## src/rtl/sa_feeder_pkg.sv

```systemverilog
`default_nettype none
// +----------------------------------------------------------------------+
// | sa_feeder_pkg : shared types and size helpers for the tile feeder    |
// | Revision      : 1.0                                                  |
// +----------------------------------------------------------------------+
package sa_feeder_pkg;

    typedef enum logic [2:0] {
        IDLE   = 3'd0,
        ARST   = 3'd1,
        FEED   = 3'd2,
        DONE   = 3'd3,
        RESULT = 3'd4
    } state_t;

    function automatic int calc_rows(input int sys_height, input int arr_height);
        return sys_height * arr_height;
    endfunction

    function automatic int calc_cols(input int sys_width, input int arr_width);
        return sys_width * arr_width;
    endfunction

    function automatic int calc_kw(input int max_k);
        return $clog2(max_k + 1);
    endfunction

    function automatic int calc_aw(input int max_k);
        return (max_k > 1) ? $clog2(max_k) : 1;
    endfunction

endpackage
`default_nettype wire

```

## src/rtl/sa_beat_buffer.sv

```systemverilog
`default_nettype none
// +----------------------------------------------------------------------+
// | sa_beat_buffer : MAX_K-deep beat store, one write port, registered   |
// |                  read port that holds its value when not reading     |
// | Revision       : 1.0                                                 |
// +----------------------------------------------------------------------+
module sa_beat_buffer
    import sa_feeder_pkg::*;
#(
    parameter int WIDTH = 16,
    parameter int ROWS  = 4,
    parameter int COLS  = 4,
    parameter int MAX_K = 16,
    localparam int AW   = calc_aw(MAX_K),
    localparam int DW   = (ROWS + COLS) * WIDTH
) (
    input  logic          clk,
    input  logic          i_rst,
    input  logic          i_wr_en,
    input  logic [AW-1:0] i_wr_addr,
    input  logic [DW-1:0] i_wr_data,
    input  logic          i_rd_en,
    input  logic [AW-1:0] i_rd_addr,
    output logic [DW-1:0] o_rd_data
);

    logic [DW-1:0] r_mem [MAX_K];
    logic [DW-1:0] r_rd_data;

    always_ff @(posedge clk) begin
        if (i_wr_en) begin
            r_mem[i_wr_addr] <= i_wr_data;
        end
    end

    // The read register doubles as the array-facing output register.
    always_ff @(posedge clk) begin
        if (i_rst) begin
            r_rd_data <= '0;
        end else if (i_rd_en) begin
            r_rd_data <= r_mem[i_rd_addr];
        end
    end

    assign o_rd_data = r_rd_data;

endmodule
`default_nettype wire

```

## src/rtl/sa_tile_feeder.sv

```systemverilog
`default_nettype none
// +----------------------------------------------------------------------+
// | sa_tile_feeder : buffers A/B beats and streams them into a systolic  |
// |                  array, then returns the captured result tile        |
// | Revision       : 1.0                                                 |
// +----------------------------------------------------------------------+
module sa_tile_feeder
    import sa_feeder_pkg::*;
#(
    parameter int WIDTH      = 16,
    parameter int ARR_HEIGHT = 4,
    parameter int ARR_WIDTH  = 4,
    parameter int SYS_HEIGHT = 1,
    parameter int SYS_WIDTH  = 1,
    parameter int MAX_K      = 16,
    parameter int TIMEOUT    = 1024,
    localparam int ROWS      = calc_rows(SYS_HEIGHT, ARR_HEIGHT),
    localparam int COLS      = calc_cols(SYS_WIDTH, ARR_WIDTH),
    localparam int KW        = calc_kw(MAX_K)
) (
    input  logic                       clk,
    input  logic                       reset,
    input  logic [KW-1:0]              cfg_k,
    input  logic                       cfg_accum,
    input  logic                       load_valid,
    output logic                       load_ready,
    input  logic [ROWS*WIDTH-1:0]      load_a,
    input  logic [COLS*WIDTH-1:0]      load_b,
    input  logic                       start,
    output logic                       busy,
    output logic                       sa_reset,
    output logic [ROWS*WIDTH-1:0]      sa_in_a,
    output logic [COLS*WIDTH-1:0]      sa_in_b,
    output logic                       sa_in_done,
    input  logic                       sa_calc_done,
    input  logic [ROWS*COLS*WIDTH-1:0] sa_out_c,
    output logic                       res_valid,
    input  logic                       res_ready,
    output logic [ROWS*COLS*WIDTH-1:0] res_data,
    output logic                       err_k,
    output logic                       err_timeout
);

    localparam int AW = calc_aw(MAX_K);
    localparam int TW = (TIMEOUT > 1) ? $clog2(TIMEOUT) : 1;

    state_t                       r_state;
    state_t                       w_next;
    logic [KW-1:0]                r_wr_cnt;
    logic [KW-1:0]                r_rd_ptr;
    logic [KW-1:0]                r_k;
    logic [TW-1:0]                r_timer;
    logic                         r_sa_reset;
    logic                         r_in_done;
    logic                         r_res_valid;
    logic [ROWS*COLS*WIDTH-1:0]   r_res_data;
    logic                         r_err_k;
    logic                         r_err_to;
    logic                         w_idle;
    logic                         w_load;
    logic                         w_start_ok;
    logic                         w_err_k;
    logic                         w_timeout;
    logic                         w_rd_en;
    logic [(ROWS+COLS)*WIDTH-1:0] w_rd_data;

    assign w_idle     = (r_state == IDLE);
    assign load_ready = w_idle && !start && (r_wr_cnt < KW'(MAX_K));
    assign w_load     = load_valid && load_ready;
    assign w_start_ok = w_idle && start && (cfg_k != '0) && (cfg_k <= r_wr_cnt);
    assign w_err_k    = w_idle && start && !w_start_ok;
    assign w_timeout  = (r_state == DONE) && !sa_calc_done && (r_timer == TW'(TIMEOUT - 1));
    assign busy       = !w_idle;

    always_ff @(posedge clk) begin
        if (reset) begin
            r_state <= IDLE;
        end else begin
            r_state <= w_next;
        end
    end

    // Reads are issued one cycle ahead so each beat lands in FEED.
    always_comb begin
        w_next  = r_state;
        w_rd_en = 1'b0;
        unique case (r_state)
            IDLE: begin
                if (w_start_ok) begin
                    w_next  = cfg_accum ? FEED : ARST;
                    w_rd_en = cfg_accum;
                end
            end
            ARST: begin
                w_next  = FEED;
                w_rd_en = 1'b1;
            end
            FEED: begin
                if (r_rd_ptr == r_k) begin
                    w_next = DONE;
                end else begin
                    w_rd_en = 1'b1;
                end
            end
            DONE: begin
                if (sa_calc_done) begin
                    w_next = RESULT;
                end else if (w_timeout) begin
                    w_next = IDLE;
                end
            end
            RESULT: begin
                if (res_ready) begin
                    w_next = IDLE;
                end
            end
            default: w_next = IDLE;
        endcase
    end

    always_ff @(posedge clk) begin
        if (reset) begin
            r_wr_cnt    <= '0;
            r_rd_ptr    <= '0;
            r_k         <= '0;
            r_timer     <= '0;
            r_sa_reset  <= 1'b1;
            r_in_done   <= 1'b0;
            r_res_valid <= 1'b0;
            r_res_data  <= '0;
            r_err_k     <= 1'b0;
            r_err_to    <= 1'b0;
        end else begin
            r_sa_reset  <= (w_next == ARST);
            r_in_done   <= (w_next == DONE);
            r_res_valid <= (w_next == RESULT);
            r_err_k     <= w_err_k;
            r_err_to    <= w_timeout;
            if (w_load) begin
                r_wr_cnt <= r_wr_cnt + 1'b1;
            end
            if (w_start_ok) begin
                r_k <= cfg_k;
            end
            if (w_rd_en) begin
                r_rd_ptr <= r_rd_ptr + 1'b1;
            end
            if (r_state == DONE) begin
                r_timer <= r_timer + 1'b1;
            end else begin
                r_timer <= '0;
            end
            if ((r_state == DONE) && sa_calc_done) begin
                r_res_data <= sa_out_c;
            end
            // Any return to IDLE from a run discards the buffered tile.
            if (!w_idle && (w_next == IDLE)) begin
                r_wr_cnt <= '0;
                r_rd_ptr <= '0;
            end
        end
    end

    sa_beat_buffer #(
        .WIDTH (WIDTH),
        .ROWS  (ROWS),
        .COLS  (COLS),
        .MAX_K (MAX_K)
    ) u_buffer (
        .clk       (clk),
        .i_rst     (reset),
        .i_wr_en   (w_load),
        .i_wr_addr (r_wr_cnt[AW-1:0]),
        .i_wr_data ({load_a, load_b}),
        .i_rd_en   (w_rd_en),
        .i_rd_addr (r_rd_ptr[AW-1:0]),
        .o_rd_data (w_rd_data)
    );

    assign {sa_in_a, sa_in_b} = w_rd_data;
    assign sa_reset    = r_sa_reset;
    assign sa_in_done  = r_in_done;
    assign res_valid   = r_res_valid;
    assign res_data    = r_res_data;
    assign err_k       = r_err_k;
    assign err_timeout = r_err_to;

endmodule
`default_nettype wire

```

## config.mk

```make
export PLATFORM = sky130hd
export DESIGN_NAME = sa_tile_feeder
export DESIGN_NICKNAME = d
export VERILOG_FILES = /design/src/rtl/sa_feeder_pkg.sv /design/src/rtl/sa_beat_buffer.sv /design/src/rtl/sa_tile_feeder.sv
export SDC_FILE = /design/constraint.sdc
export NUM_CORES = 2
export LEC_CHECK = 0
export ABC_AREA = 0
export BUFFER_PORTS_ARGS = -buffer_cell sky130_fd_sc_hd__buf_2
export CAP_MARGIN = 20
export CORE_UTILIZATION = 53
export DETAILED_ROUTE_END_ITERATION = 6
export HOLD_SLACK_MARGIN = 0.15
export PLACE_DENSITY = 0.78
export SLEW_MARGIN = 10
export SYNTH_ARGS = -nofsm -noshare
export SYNTH_HDL_FRONTEND = slang
export SYNTH_SLANG_ARGS = --single-unit
export TNS_END_PERCENT = 5
```

## constraint.sdc

```tcl
create_clock -name clk -period 10.1 [get_ports clk]
set_input_delay 1.01 -clock clk [delete_from_list [all_inputs] [get_ports clk]]
set_output_delay 1.01 -clock clk [all_outputs]
set_load 0.05 [all_outputs]
```

==> flow_summary.yaml <==
outcome:
  status: "finished, final reports clean"
final_layout:
  seq_area_um2: 69900
  postLayoutCoreUtil_pct: 61.9
  multi_input_area_um2: 19900
  layout.nets: 6184
  nFillCells: 11600
  area_growth_pct: 15.6
  drive_gt1_share_pct: 29.6
pwr:
  combPwrFrac_pct: 10.5
  clockPowerShare_pct: 39.2
  p_leak_nw: 34.7
  seqPwrFrac_pct: 50.3
  max-vdd-ir-drop_mv: 0.189
  p_int_w: 0.0171
  power.density_nw_per_um2: 213
  switching_share_pct: 23.9
  power.net_switching_w: 0.00537
synth:
  synth_seq_area_share_pct: 76.8
  async_reset_ff_share_pct: 0
  ys_top_cells_by_area: "edfxtp_1, mux4_2, dfxtp_1, nand2_1, a21oi_1"
  synth_cell_types: 47
  yosys.area.top_type: "edfxtp_1"
  synth.most_common_cell: "edfxtp_1"
  syn_nets: 5398
  synth_common_cells: "edfxtp_1, nand2_1, mux4_2"
  syn_area_per_cell_um2: 18.2
  synth.yosys.warnings: 0
  synth_flop_cell: "edfxtp_1"
  synth_seq_cells: 2465
  synthCells: 4991
  syn_area_um2: 91000
  synth_edf_count: 2048
  synth_top_area_share_pct: 67.6
setup_path:
  path_depth: 6
  cp-start-kind: "flip-flop"
  cp_max_fo: 40
  worstPathArrival_ns: 5.08
  path_class: "flip-flop to flip-flop"
  rr_worst_depth: 6
  crit_path_end_kind: "flip-flop"
  path_cells: "or3_1 > nor4b_4 > nand2_1 > nor2_4 > buf_4 > buf_4"
  max_stage_delay_ns: 0.74
  path_common_cell: "buf_4"
  slowest_stage: "buf_4"
  worstPathRequired_ns: 10.55
  crit_buf_inv: 2
  crit_family: "simple AND/OR/NAND/NOR gates"
sta:
  rsz0062_at_grt: "no"
  drv_slew: 0
  finalCritPeriodShare_pct: 45.9
  tightest_slew_ns: 1.16
  hold_slack_ns: 0.368
  fmax_mhz: 216
  slew-limit-headroom_pct: 23.0
  min_period_ns: 4.64
  setup_violations: 0
  skew_ns: 0.0647
  setup_slack_ns: 5.46
  finalHoldViolCount: 0
cts:
  cts.sinks: 2465
  ctsHoldBuffers: 0
  numCtsBuffers: 230
  post_cts_buffers: 0
  cts_root_buf: "clkbuf_16"
  clkTransAtPathRegs_ns: 0.07
  clk_latency_ns: 0.88
  post_cts_resized: 0
  cts_buffer_depth: 3
  h-tree-depth: 4
  tritoncts: "built"
die:
  ios: 787
  design.core.area_um2: 170000
  rows: 151
  die_y_um: 416
  die_w_um: 416
  start_util_pct: 53.6
  die_area_um2: 173000
routing:
  vias: 51100
  ant_nets: 0
  drt-pass1-iter-count: 7
  routedWlPerCell_um: 31.0
  viasPerCell: 6.19
  drc_errors: 0
  drtIter0Drc: 5957
  drt-total-wl_um: 255000
placement:
  gp_congestion: 0.960
  dp.final_hpwl_um: 142000
  numPortBuffers: 786
  dp_slack_ns: 5.29
global_route:
  grt_pass1_wl_um: 362000
  grt-ovfl-total: 0
  grt_pass1_vias: 50300
  antenna_found_initial: 90
  grt_max_degree: 210
  grt_util_all_layers_pct: 29.2
min_path:
  hold_path.class: "input port to flip-flop"
  holdPathStages: 3
run:
  cap_violations: 0
[registers in the layout, summed over array words and instances (netlist names), 3 cells and up]
| register | count |
|---|---|
| r_timer | 10 |
| r_state | 3 |
| r_k | 5 |
| res_data | 256 |
| r_wr_cnt | 5 |
| r_rd_ptr | 5 |
| u_buffer.r_mem | 2048 |
| u_buffer.o_rd_data | 128 |
[power groups by stage]
stage / combinational (W) / clock, W / sequential [W]
finish: 0.00235 / 0.00881 / 0.0113
global route: 0.00251 / 0.00928 / 0.0113
CTS: 0.00238 / 0.00890 / 0.0113
detailed placement: 0.00236 / 0 / 0.0115
global placement: 0.00233 / 0 / 0.0115
floorplan: 0.00144 / 0 / 0.0117
[metal layers]
layer	vias to the layer above	part of all wire, %	global-route usage, %
met5	-	0.071	0
met4	26	4.7	13.6
met3	520	8.6	6.06
met2	2864	51	48.5
met1	26400	36	37.0
li1	21200	-	-
[worst register-to-register path, cell delays in order (launching register included)]
cell     delay, ns
dfxtp_1       0.38
or3_1         0.50
nor4b_4       0.68
nand2_1       0.40
nor2_4        0.68
buf_4         0.74
buf_4         0.79
[logic make-up (layout without fill, tap and decap cells)]
family / after synthesis / after routing / synth area share [%]
AOI/OAI and AO/OA: 672 / 672 / 4.45
other: 0 / 44 / 0
buffers and inverters: 315 / 1308 / 1.49
DFF: 2465 / 2465 / 76.8
and+or+nand+nor: 996 / 996 / 4.26
adders and majority gates: 11 / 11 / 0.151
xor gates and xnor gates: 17 / 17 / 0.164
muxes: 515 / 515 / 12.7
[layout by cell type (no fill, tap or decap), drive strengths merged, types with 2 or more instances in the layout]
master,count
buf,858
a21oi,398
nand3,8
clkinvlp,17
nand2b,2
inv,19
nand4,3
diode,44
nand3b,2
xnor2,12
nor2b,6
nor2,39
xor2,5
ha,11
nor3,7
nand2,916
a22oi,256
a21o,3
clkinv,85
dfxtp,417
mux2i,2
or3,3
nor4,2
bufinv,19
clkbuf,310
mux4,512
edfxtp,2048
o21ai,11
[final timing paths]
| kind | from | end | slack [ns] |
|---|---|---|---|
| max | r_state[1]$_SDFF_PP0_ | u_buffer.r_mem[10][127]$_DFFE_PP_ | 5.46 |
| min | sa_out_c[113] | res_data[113]$_SDFFE_PP0P_ | 0.37 |
| min reg2reg | u_buffer.o_rd_data[84]$_SDFFE_PP0P_ | u_buffer.o_rd_data[84]$_SDFFE_PP0P_ | 0.45 |
| max reg2reg | r_state[1]$_SDFF_PP0_ | u_buffer.r_mem[10][127]$_DFFE_PP_ | 5.46 |
[final cells by class]
class / count / area share, %
Tap cell: 2218 / 2.64
Timing Repair Buffer: 858 / 4.45
Sequential cell: 2465 / 66.4
Clock inverter: 129 / 1.35
Multi-Input combinational cell: 2211 / 18.9
Inverter: 11 / 0.0392
Antenna cell: 44 / 0.105
Clock buffer: 310 / 6.09
[stage by stage]
step	TNS, ns	std cells	power [W]	instance area, µm²
floorplan	-357.14	4991	0.0132	91000
global placement	0	7762	0.0138	97300
detailed placement	0	7762	0.0139	97300
CTS	0	8201	0.0226	105000
global route	0	8232	0.0231	105000
finish	0	8246	0.0224	105000
No activity file was read; power rests on OpenSTA's default activity.
